### src/rtl/uart_pkg.sv
// Shared UART definitions: FSM state encoding, default baud divisor, parity helper.
package uart_pkg;

    typedef enum logic [2:0] {
        StIdle,
        StStart,
        StData,
        StParity,
        StStop
    } uart_state_e;

    // 50 MHz / 115200 baud
    localparam int unsigned DEFAULT_CLKS_PER_BIT = 434;

    // Even parity is the XOR of the data bits; odd parity inverts it.
    // Callers must zero any bits above the active data width.
    function automatic logic parity_bit(input logic [7:0] data, input logic odd);
        return (^data) ^ odd;
    endfunction

endpackage

### src/rtl/uart_bit_timer.sv
// Bit-period counter. Counts while enabled and pulses bit_end_o on the last cycle
// of each bit period, then wraps to zero. half_i shortens the period to half a bit
// so a receiver can land its first sample mid start bit.
module uart_bit_timer
    import uart_pkg::*;
#(
    parameter int unsigned CLKS_PER_BIT = DEFAULT_CLKS_PER_BIT
) (
    input  logic clk_i,
    input  logic rst_i,
    input  logic en_i,
    input  logic clr_i,
    input  logic half_i,
    output logic bit_end_o
);

    localparam int unsigned CntW = $clog2(CLKS_PER_BIT);
    localparam logic [CntW-1:0] LastFull = CntW'(CLKS_PER_BIT - 1);
    localparam logic [CntW-1:0] LastHalf = CntW'(CLKS_PER_BIT / 2 - 1);

    logic [CntW-1:0] cnt_q, cnt_d;
    logic [CntW-1:0] cnt_last;

    // Next count and end-of-period pulse
    always_comb begin
        cnt_last  = half_i ? LastHalf : LastFull;
        cnt_d     = cnt_q;
        bit_end_o = 1'b0;
        if (clr_i) begin
            cnt_d = '0;
        end else if (en_i) begin
            if (cnt_q == cnt_last) begin
                cnt_d     = '0;
                bit_end_o = 1'b1;
            end else begin
                cnt_d = cnt_q + CntW'(1);
            end
        end
    end

    // Counter register
    always_ff @(posedge clk_i) begin
        if (rst_i) begin
            cnt_q <= '0;
        end else begin
            cnt_q <= cnt_d;
        end
    end

endmodule

### src/rtl/transmitter_shift_register.sv
// UART TX serializer: loads one byte while idle and shifts out
// start, data (LSB first), optional parity and stop bits on a registered tx line.
module transmitter_shift_register
    import uart_pkg::*;
#(
    parameter int unsigned CLKS_PER_BIT = 434,
    parameter int unsigned DATA_BITS    = 8,
    parameter int unsigned PARITY_EN    = 0,
    parameter int unsigned PARITY_ODD   = 0,
    parameter int unsigned STOP_BITS    = 1
) (
    input  logic       CLK,
    input  logic       RST,
    input  logic [7:0] data_in,
    input  logic       data_valid,
    output logic       tsr_ready,
    output logic       tx,
    output logic       tx_busy,
    output logic       tx_done
);

    localparam logic [2:0] LastData = 3'(DATA_BITS - 1);
    localparam logic [2:0] LastStop = 3'(STOP_BITS - 1);

    uart_state_e state_q, state_d;
    logic [7:0]  shift_q, shift_d;
    logic        par_q, par_d;
    // Counts data bits in StData, then stop bits in StStop
    logic [2:0]  bit_cnt_q, bit_cnt_d;
    logic        tx_q, tx_d;
    logic        ready_q, ready_d;
    logic        busy_q, busy_d;
    logic        done_q, done_d;

    logic [7:0]  load_data;
    logic        bit_end;

    uart_bit_timer #(
        .CLKS_PER_BIT(CLKS_PER_BIT)
    ) u_bit_timer (
        .clk_i    (CLK),
        .rst_i    (RST),
        .en_i     (state_q != StIdle),
        .clr_i    (state_q == StIdle),
        .half_i   (1'b0),
        .bit_end_o(bit_end)
    );

    // Drop data bits above the configured width so they never reach parity or tx
    always_comb begin
        load_data = '0;
        for (int i = 0; i < 8; i++) begin
            if (i < int'(DATA_BITS)) begin
                load_data[i] = data_in[i];
            end
        end
    end

    // Frame sequencing; every output is computed one cycle ahead and registered
    always_comb begin
        state_d   = state_q;
        shift_d   = shift_q;
        par_d     = par_q;
        bit_cnt_d = bit_cnt_q;
        tx_d      = tx_q;
        ready_d   = ready_q;
        busy_d    = busy_q;
        done_d    = 1'b0;
        unique case (state_q)
            StIdle: begin
                tx_d = 1'b1;
                if (data_valid) begin
                    shift_d   = load_data;
                    par_d     = parity_bit(load_data, PARITY_ODD != 0);
                    bit_cnt_d = '0;
                    state_d   = StStart;
                    tx_d      = 1'b0;
                    ready_d   = 1'b0;
                    busy_d    = 1'b1;
                end
            end
            StStart: begin
                if (bit_end) begin
                    state_d = StData;
                    tx_d    = shift_q[0];
                end
            end
            StData: begin
                if (bit_end) begin
                    shift_d = shift_q >> 1;
                    if (bit_cnt_q == LastData) begin
                        bit_cnt_d = '0;
                        if (PARITY_EN != 0) begin
                            state_d = StParity;
                            tx_d    = par_q;
                        end else begin
                            state_d = StStop;
                            tx_d    = 1'b1;
                        end
                    end else begin
                        bit_cnt_d = bit_cnt_q + 3'd1;
                        tx_d      = shift_q[1];
                    end
                end
            end
            StParity: begin
                if (bit_end) begin
                    state_d = StStop;
                    tx_d    = 1'b1;
                end
            end
            StStop: begin
                if (bit_end) begin
                    if (bit_cnt_q == LastStop) begin
                        bit_cnt_d = '0;
                        state_d   = StIdle;
                        ready_d   = 1'b1;
                        busy_d    = 1'b0;
                        done_d    = 1'b1;
                        tx_d      = 1'b1;
                    end else begin
                        bit_cnt_d = bit_cnt_q + 3'd1;
                    end
                end
            end
            default: begin
                state_d = StIdle;
                tx_d    = 1'b1;
                ready_d = 1'b1;
                busy_d  = 1'b0;
            end
        endcase
    end

    // State and output registers; reset abandons any frame in flight
    always_ff @(posedge CLK) begin
        if (RST) begin
            state_q   <= StIdle;
            shift_q   <= '0;
            par_q     <= 1'b0;
            bit_cnt_q <= '0;
            tx_q      <= 1'b1;
            ready_q   <= 1'b1;
            busy_q    <= 1'b0;
            done_q    <= 1'b0;
        end else begin
            state_q   <= state_d;
            shift_q   <= shift_d;
            par_q     <= par_d;
            bit_cnt_q <= bit_cnt_d;
            tx_q      <= tx_d;
            ready_q   <= ready_d;
            busy_q    <= busy_d;
            done_q    <= done_d;
        end
    end

    assign tsr_ready = ready_q;
    assign tx        = tx_q;
    assign tx_busy   = busy_q;
    assign tx_done   = done_q;

endmodule

### config.mk
export PLATFORM = sky130hd
export DESIGN_NAME = transmitter_shift_register
export DESIGN_NICKNAME = d
export VERILOG_FILES = /design/src/rtl/uart_pkg.sv /design/src/rtl/uart_bit_timer.sv /design/src/rtl/transmitter_shift_register.sv
export SDC_FILE = /design/constraint.sdc
export NUM_CORES = 1
export LEC_CHECK = 0
export CAP_MARGIN = 20
export CORE_ASPECT_RATIO = 1.4
export CORE_UTILIZATION = 50
export CTS_CLUSTER_DIAMETER = 120
export DETAILED_ROUTE_END_ITERATION = 16
export PLACE_DENSITY = 0.69
export SYNTH_ARGS = -nofsm -noshare
export SYNTH_HDL_FRONTEND = slang
export SYNTH_HIERARCHICAL = 1
export SYNTH_SLANG_ARGS = --single-unit
### constraint.sdc
create_clock -name CLK -period 3.3 [get_ports CLK]
set_clock_uncertainty 0.2 [all_clocks]
set_input_delay 0.495 -clock CLK [delete_from_list [all_inputs] [get_ports CLK]]
set_output_delay 0.495 -clock CLK [all_outputs]
set_load 0.01 [all_outputs]
# Word-level counts from Yosys, hierarchy flattened

Index checks and enable logic that the tools add are counted.

$add $sub $neg: 2
Multipliers: 0
Divide/modulo/power cells: 0
$lt $le $gt $ge: 0
Equality and inequality tests: 13
Shifts and indexed selects: 0
Multiplexer cells: 36
Bitwise operators: 3
Reductions and logical operators: 13

Operators with widths:

| cell                | count |
|---|---|
| $mux 3              | 12 |
| $mux 8              | 2 |
| $pmux 8 s2          | 1 |
| $mux 1              | 15 |
| $pmux 3 s5          | 1 |
| $ne 2x2->1 const B  | 7 |
| $add 9x1->9 const B | 1 |
| $eq 9x9->1 const B  | 1 |
| $mux 9              | 1 |
| $pmux 3 s3          | 1 |
| $reduce_and 4->1    | 2 |
| $reduce_and 7->1    | 1 |
| $eq 3x2->1 const B  | 2 |
| $eq 3x3->1 const B  | 2 |
| $logic_not 3->1     | 2 |
| $pmux 1 s3          | 2 |
| $reduce_bool 3->1   | 2 |
| $reduce_or 3->1     | 2 |
| $pmux 1 s5          | 1 |
| $reduce_and 5->1    | 1 |
| $add 3x1->3 const B | 1 |
| $eq 3x1->1 const B  | 1 |
| $not 1->1           | 3 |
| $reduce_and 3->1    | 1 |
| 2 further kinds     | 2 |

Register bits after elaboration: 27
Bits in latches: 0
Memory bits (writable): 0
Memory bits (read-only): 0
Logic and storage cells: 75
Memories: 0

# Logic depth before layout (Yosys ltp)

Gate-level depths: netlist of the first run.

Depth in word-level cells: 6
Mapped depth: 12

# By module

Netlist of the first run, hierarchy kept.

Modules (own cells, without submodules):

| module                     | instances | cells an instance | area an instance (µm²) | sequential area each (µm²) |
|---|---|---|---|---|
| transmitter_shift_register | 1         | 106               | 938.4                  | 360.3 |
| uart_bit_timer             | 1         | 50                | 455.4                  | 180.2 |

# Least setup slack after synthesis of the first run

No wires, ideal clock.

Path kind: reg-to-reg
Start: register state_q[1]
End: register shift_q[2]
Setup time: 0.086 ns
Arrival: 2.250 ns
Required time: 3.014 ns
Path slack: 0.765 ns
Cell stages (with the launch flop): 13
Path buffers: 4
Period minus slack after synthesis: 2.535 ns
Cells stage by stage: dfxtp_1 buf_2 nor3_1 inv_1 buf_2 nand4_1 nor3_1 clkbuf_1 mux2i_1 nor3_1 buf_2 nor2_1 a211oi_1

Longest elaborated chain between the ends: 5
Elaborated cells between the ends (all ways): 10
Classes of those cells: eq/ne (3); mux (3); reduce/logical (4)

RTL lines:

| what                         | line                              | RTL |
|---|---|---|
| start, declared              | transmitter_shift_register.sv:25  | `uart_state_e state_q, state_d;` |
| start signal, assigned       | transmitter_shift_register.sv:138 | `state_q <= StIdle;` |
| start signal, assigned       | transmitter_shift_register.sv:147 | `state_q <= state_d;` |
| $reduce_bool 3->1            | transmitter_shift_register.sv:43  | `.en_i (state_q != StIdle),` |
| $mux 1                       | uart_bit_timer.sv:31              | `end else if (en_i) begin` |
| $mux 1 *                     | uart_bit_timer.sv:29              | `if (clr_i) begin` |
| via bit_end                  | transmitter_shift_register.sv:36  | `logic bit_end;` |
| $ne 2x2->1 (no line) *       | n/a                               |  |
| $reduce_and 3->1 (no line) * | n/a                               |  |
| end signal, assigned         | transmitter_shift_register.sv:148 | `shift_q <= shift_d;` |
| end, declared                | transmitter_shift_register.sv:26  | `logic [7:0] shift_q, shift_d;` |

Mark *: on every way through the listed nets, which the timed path passes. The rest lies on a longest branch.
A chain may end at the register's enable or synchronous reset.

# Worst setup path in the final report of the first run

Start: register state_q[0]
End: register bit_cnt_q[0]

Longest elaborated chain between the ends: 5
Elaborated cells between the ends (all ways): 12
Classes of those cells: eq/ne (5); mux (3); reduce/logical (4)

RTL lines:

| what                         | line                              | RTL |
|---|---|---|
| $reduce_bool 3->1            | transmitter_shift_register.sv:43  |  |
| $mux 1                       | uart_bit_timer.sv:31              |  |
| $mux 1 *                     | uart_bit_timer.sv:29              |  |
| via bit_end                  | transmitter_shift_register.sv:36  |  |
| $ne 2x2->1 (no line)         | n/a                               |  |
| $reduce_and 4->1 (no line) * | n/a                               |  |
| end signal, assigned         | transmitter_shift_register.sv:150 | `bit_cnt_q <= bit_cnt_d;` |
| end, declared                | transmitter_shift_register.sv:29  | `logic [2:0] bit_cnt_q, bit_cnt_d;` |

Marked as above.

==> qor.csv, run 1 <==
stage,metric,value,unit
timing,min_period,2.777,ns
worst_setup_path,critPathBufInv,2,
worst_setup_path,end_kind,flip-flop,
power_and_ir_drop,power_frac_comb,0.116,
timing,drv_slew,0,
final_layout,utilization,0.5942,
synth,syn_inst,156,
final_layout,nets,183,
die,io_pins,15,
worst_setup_path,start_kind,flip-flop,
worst_setup_path,path_delay_family,simple AND/OR/NAND/NOR gates,
power_and_ir_drop,power.total,0.5607,mW
routing,drtAntennaViolNets,0,
synth,ys_top_cells_by_area,"dfxtp_1 39%, mux2i_1 7.2%, nor2_1 5.4%",
flow_run,drv_cap,0,
routing,drc,0,
clocking,htreeDepth,1,
worst_setup_path,rrSetupSlack,0.52,ns
die,dieArea,0.003006,mm^2
clocking,cts_resized,0,
timing,rsz0062_at_grt,no,
synth,synth-async-reset-ratio,0,
worst_setup_path,crit_top_cell,nor3_1,
placed_design,placed_cell_area,0.001540,mm^2
final_layout,diodes,0,
die,die_width,46.62,um
synth,synth_area_per_cell,8.935,um^2
routing,wl_per_cell,12.58,um
synth,synth.top_cells.by_count,"27 x dfxtp_1, 20 x nor2_1, 10 x mux2i_1",
power_and_ir_drop,switching_share,0.2502,
placed_design,dp_hpwl,1841,um
synth,synth_edf_count,0,
routing,via_per_inst,5.345,
worst_setup_path,critPathMaxFanout,18,
routing,drt_iter0_drc,21,
power_and_ir_drop,p_leak,0.5801,nW
worst_setup_path,r2r-start,state_q[0],
hold_path,min_path_cells,2,
global_routing,overflow,0,
synth,synth_cell_types,43,
power_and_ir_drop,p_sw,0.1403,mW
global_routing,grt_max_degree,20,
worst_setup_path,required,3.36,ns
timing,fmax,360.1,MHz
worst_setup_path,arrival,2.83,ns
global_routing,track_usage,0.1932,
routing,routed_wl,2553,um
die,start_util,0.5275,
timing,setup_tns,0,ns
routing,num_vias,1085,
synth,synth_warnings,6,
synth,yosysMostFrequentCell,dfxtp_1,
placed_design,portBuffers,14,
clocking,tritoncts,done,
global_routing,grt_pass1_wl,4333,um
worst_setup_path,worst_path_max_delay_cell,dfxtp_1,
worst_setup_path,path_cells,"nor3_1, inv_1, nand4_1, nor3_1, buf_4, mux2i_1, o21a_1, or4_1, a21oi_1",
timing,worst_slack,0.5228,ns
die,rows,22,
synth,ys_seq_area_frac,0.3878,
clocking,path_clk_slew,0.15,ns
synth,ys_ff_latch,27,
hold_path,hold_path_end,shift_q[7],
final_layout,regArea,540.5,um^2
power_and_ir_drop,p_clk_frac,0.260,
power_and_ir_drop,p_per_area,357.1,mW/mm^2
final_layout,drive_gt1_frac,0.07784,
power_and_ir_drop,internal_power,0.4204,mW
hold_path,hold_path.class,flip-flop to flip-flop,
worst_setup_path,rr_worst_depth,9,
clocking,cts-hold-fix-buffers,0,
synth,post-synth-top-area-cell,dfxtp_1,
power_and_ir_drop,peakVddDrop,0.2655,mV
clocking,cts_buffer_depth,2,
timing,hold_viol_final,0,
outcome,outcome,"complete, no violations",
synth,synth_top_area_frac,0.3878,
die,core,0.002643,mm^2
synth,synth_area,0.001394,mm^2
placed_design,pre_cts_ws,0.6019,ns
power_and_ir_drop,sequentialPowerShare,0.624,
timing,relSlewSlack,0.5220,
timing,tightestPinTransition,0.7148,ns
die,die_h,64.47,um
final_layout,design_area,0.001570,mm^2
hold_path,min-delay-start,shift_q[7],
clocking,post-cts-setup-buffer-count,0,
clocking,cts_buffers,3,
final_layout,nFillCells,270,
worst_setup_path,max_stage_delay,0.66,ns
timing,period_share,0.8416,
routing,drt_pre_antenna_iters,4,
synth,ys.flop_type,dfxtp_1,
clocking,clk_latency,0.32,ns
final_layout,multi_input_area,777.0,um^2
worst_setup_path,critical_path_class,flip-flop to flip-flop,
clocking,cts_sinks,27,
clocking,root_buffer,clkbuf_4,
global_routing,grt_pass1_vias,1051,
global_routing,antenna_found_initial,0,
worst_setup_path,reg2reg_to,bit_cnt_q[0],
timing,setup_viol,0,
final_layout,synthToLayoutAreaGrowth,12.66,%
placed_design,globalplace.congestion,0.8344,
power by group through the flow:
stage | clock [mW] | sequential [mW] | combinational, mW
final | 0.146 | 0.350 | 0.0650
after global routing | 0.169 | 0.353 | 0.0725
after CTS | 0.154 | 0.350 | 0.0652
after detailed placement | 0 | 0.357 | 0.0649
after global placement | 0 | 0.356 | 0.0632
after floorplan | 0 | 0.353 | 0.0443
worst reg2reg max path, stage by stage (launching register included):
cell	delay (ns)
dfxtp_1	0.66
nor3_1	0.17
inv_1	0.21
nand4_1	0.19
nor3_1	0.17
buf_4	0.18
mux2i_1	0.08
o21a_1	0.23
or4_1	0.48
a21oi_1	0.13
flip-flops by register name (all words and copies together), names as in the netlist:
register	count
tx	1
tx_busy	1
state_q	3
u_bit_timer/cnt_q	9
bit_cnt_q	3
shift_q	8
tx_done	1
tsr_ready	1
how the worst max path moves through the flow:
stage	from	to	slack, ns	depth (start not counted)
floorplan	state_q[1]	shift_q[2]	0.76	12
global placement	state_q[0]	bit_cnt_q[0]	0.69	9
detailed placement	state_q[0]	bit_cnt_q[0]	0.60	9
CTS	state_q[0]	bit_cnt_q[0]	0.54	9
global route	state_q[0]	bit_cnt_q[0]	0.28	9
finish	state_q[0]	bit_cnt_q[0]	0.52	9
stage by stage:
stage / hold WS [ns] / std cells
after CTS: 0.2969 / 203
final: 0.2883 / 203
after global routing: 0.3349 / 203
after detailed placement: 0.2746 / 199
after global placement: 0.2548 / 199
after floorplan: 0.2454 / 157
placed cells by master, fill, tap and decap left out, types with 2 or more instances in the layout:
master,n
dfxtp_1,27
nor2_1,20
clkdlybuf4s50_1,14
mux2i_1,10
a21oi_1,9
nor3_1,7
a211oi_1,7
inv_1,6
o21ai_0,6
nand2_1,5
ha_1,4
xor2_1,4
xnor2_1,4
nand3b_1,3
nor2b_1,3
clkbuf_4,3
nand4_1,3
or3b_2,2
nand2b_1,2
o21bai_1,2
buf_4,2
conb_1,2
nand3_1,2
logic make-up after synthesis:
logic type | count (synthesis) | synth area share
AOI/OAI and AO/OA | 33 | 0.1661
xor gates and xnor gates | 8 | 0.05026
adders and majority gates | 4 | 0.03591
buffers and inverters | 16 | 0.05745
DFF | 27 | 0.3878
muxes | 10 | 0.07182
other | 1 | 0.002690
and+or+nand+nor | 57 | 0.2280
routing by layer:
layer  share of wire  GRT usage
met4           0.013    0.06429
met2            0.52     0.3385
met1            0.45     0.2308
met3           0.017    0.02507
met5               0          0
cell type report:
class	instances	area share
Multi-Input combinational cell	114	0.4948
Sequential cell	27	0.3442
Timing Repair Buffer	16	0.09880
Tap cell	36	0.02869
Clock buffer	3	0.01434
Inverter	6	0.01434
Clock inverter	1	0.004781
Note: power is estimated with default switching activity, not from simulation.
==> run 2, diff against run 1 <==
Clock period 3.3 ns to 2.6 ns, I/O delays scaled along.
==> run 2 against run 1 <==
  * Design area up 2.2%
  * Non-clock buffer count up 5
  * Power up 26%
  * First-iteration DRC count up 9.5%
  * Via count up 2.0%
  * Hold slack worse by 0.013 ns
  * Clock power up 22%
  * Cell count up 2.5%
  * Sequential power up 25%
  * Critical path depth unchanged
  * Critical path type unchanged
  * Critical endpoint unchanged
  * Highest routed layer unchanged
==> qor.csv, run 2 (same netlist as run 1, synthesis figures left out) <==
stage,metric,value,unit,change
routing,drc,0,,unchanged
placed_design,portBuffers,14,,unchanged
worst_setup_path,end_kind,flip-flop,,
timing,min_period,2.354,ns,-0.4227 ns
die,io_pins,15,,unchanged
worst_setup_path,path_delay_family,simple AND/OR/NAND/NOR gates,,
clocking,htreeDepth,1,,unchanged
worst_setup_path,path_cells,"nor3_1, inv_1, nand4_1, nor3_1, buf_4, mux2i_1, o21a_1, or4_1, a21oi_1",,
timing,period_share,0.9056,,+0.06400
timing,setup_tns,0,ns,unchanged
clocking,cts_buffer_depth,2,,unchanged
die,start_util,0.5275,,unchanged
worst_setup_path,critPathMaxFanout,8,,-10
final_layout,largest_register_ffs,9,,unchanged
die,core,0.002643,mm^2,unchanged
routing,drt_iter0_drc,23,,+9.5%
final_layout,nets,188,,+2.7%
worst_setup_path,max_stage_delay,0.48,ns,-0.18 ns
final_layout,top_register,u_bit_timer/cnt_q,,
timing,fmax,424.7,MHz,+18%
placed_design,dp_hpwl,1936,um,+5.2%
worst_setup_path,critical_path_class,flip-flop to flip-flop,,
clocking,tritoncts,done,,
final_layout,regArea,540.5,um^2,unchanged
global_routing,track_usage,0.1895,,-0.003718
clocking,root_buffer,clkbuf_4,,
global_routing,grt_max_degree,18,,-10%
clocking,clk_latency,0.32,ns,about the same
clocking,cts_resized,0,,unchanged
die,rows,22,,unchanged
routing,wl_per_cell,12.32,um,-2.0%
final_layout,drive_gt1_frac,0.1047,,+0.02681
timing,setup_viol,0,,unchanged
worst_setup_path,arrival,2.41,ns,-0.42 ns
clocking,post-cts-setup-buffer-count,0,,unchanged
routing,num_vias,1107,,+2.0%
routing,drt_pre_antenna_iters,4,,unchanged
final_layout,layout_commonest_cell,dfxtp_1,,
worst_setup_path,start_kind,flip-flop,,
final_layout,nFillCells,262,,-3.0%
power_and_ir_drop,p_leak,0.6088,nW,+5.0%
routing,via_per_inst,5.322,,-0.42%
clocking,path_clk_slew,0.15,ns,about the same
global_routing,overflow,0,,unchanged
power_and_ir_drop,p_per_area,441.0,mW/mm^2,+24%
timing,hold_slack,0.2757,ns,-0.01258 ns
outcome,outcome,"complete, no violations",,
final_layout,multi_input_area,777.0,um^2,unchanged
routing,drtAntennaViolNets,0,,unchanged
worst_setup_path,required,2.66,ns,-0.70 ns
flow_run,drv_cap,0,,unchanged
power_and_ir_drop,peakVddDrop,0.3684,mV,+39%
die,die_width,46.62,um,unchanged
final_layout,diodes,0,,unchanged
die,dieArea,0.003006,mm^2,unchanged
worst_setup_path,critPathBufInv,2,,unchanged
die,die_h,64.47,um,unchanged
worst_setup_path,crit_top_cell,nor3_1,,
final_layout,layout_common_cells,"27 x dfxtp_1, 20 x nor2_1, 14 x clkdlybuf4s50_1",,
final_layout,largestRegisters,"u_bit_timer/cnt_q x9, shift_q x8",,
timing,rsz0062_at_grt,no,,
clocking,cts_sinks,27,,unchanged
timing,drv_slew,0,,unchanged
global_routing,grt_pass1_wl,4291,um,-0.97%
final_layout,synthToLayoutAreaGrowth,15.17,%,
routing,routed_wl,2563,um,+0.39%
hold_path,hold_path.class,flip-flop to flip-flop,,
global_routing,grt_pass1_vias,1035,,-1.5%
global_routing,antenna_found_initial,0,,unchanged
timing,hold_viol_final,0,,unchanged
clocking,cts-hold-fix-buffers,0,,unchanged
placed_design,globalplace.congestion,0.8120,,-2.7%
worst_setup_path,worst_path_max_delay_cell,or4_1,,
clocking,cts_buffers,3,,unchanged
run 2: cell types whose count changed in the layout (fill, tap and decap cells not counted):
| cell | change |
|---|---|
| clkinv_2 | +1 |
| clkinvlp_4 | -1 |
| buf_4 | +5 |
run 2: worst paths after layout:
kind / from / end / slack (ns) / depth (start not counted)
setup / recovery: state_q[2] / bit_cnt_q[0] / 0.25 / 9
hold / removal: shift_q[7] / shift_q[7] / 0.28 / 2
setup reg to reg: state_q[2] / bit_cnt_q[0] / 0.25 / 9
hold reg to reg: shift_q[7] / shift_q[7] / 0.28 / 2
run 2: layout make-up:
| cell class | count | share of cell area |
|---|---|---|
| Sequential cell | 27 | 0.3367 |
| Clock inverter | 1 | 0.003118 |
| Multi-Input combinational cell | 114 | 0.4840 |
| Inverter | 6 | 0.01403 |
| Timing Repair Buffer | 21 | 0.1200 |
| Clock buffer | 3 | 0.01403 |
| Tap cell | 36 | 0.02806 |
run 2: power breakdown:
| group | total (mW) | switching [mW] | internal, mW |
|---|---|---|---|
| logic | 0.0904 | 0.0433 | 0.0471 |
| registers | 0.439 | 0.00889 | 0.430 |
| clock network | 0.178 | 0.121 | 0.0576 |
| total | 0.708 | 0.173 | 0.535 |
run 2: worst register-to-register path, delay by kind of cell (launching register included):
kind | cells | cell delay (ns)
flip-flops | 1 | 0.36
AO/OA/AOI/OAI | 2 | 0.35
buffers and inverters | 2 | 0.37
AND/OR/NAND/NOR | 4 | 0.95
multiplexers | 1 | 0.07
run 2: stage by stage:
step	instances	setup slack (ns)	utilization	total power, mW	cell area (um^2)
after detailed placement	204	0.2719	0.5971	0.5392	1578
after CTS	208	0.2435	0.6075	0.7173	1605
after floorplan	157	0.06460	-	0.5045	1398
after global routing	208	0.09352	0.6075	0.7491	1605
final	208	0.2455	0.6075	0.7080	1605
after global placement	204	0.3812	0.5971	0.5358	1578
run 2: layer usage:
layer,GRT usage,share of wire,up-vias
met1,0.2242,0.45,516
met5,0,0,-
li1,-,-,582
met3,0.01671,0.015,2
met2,0.3385,0.53,7
met4,0.06429,0.0059,0
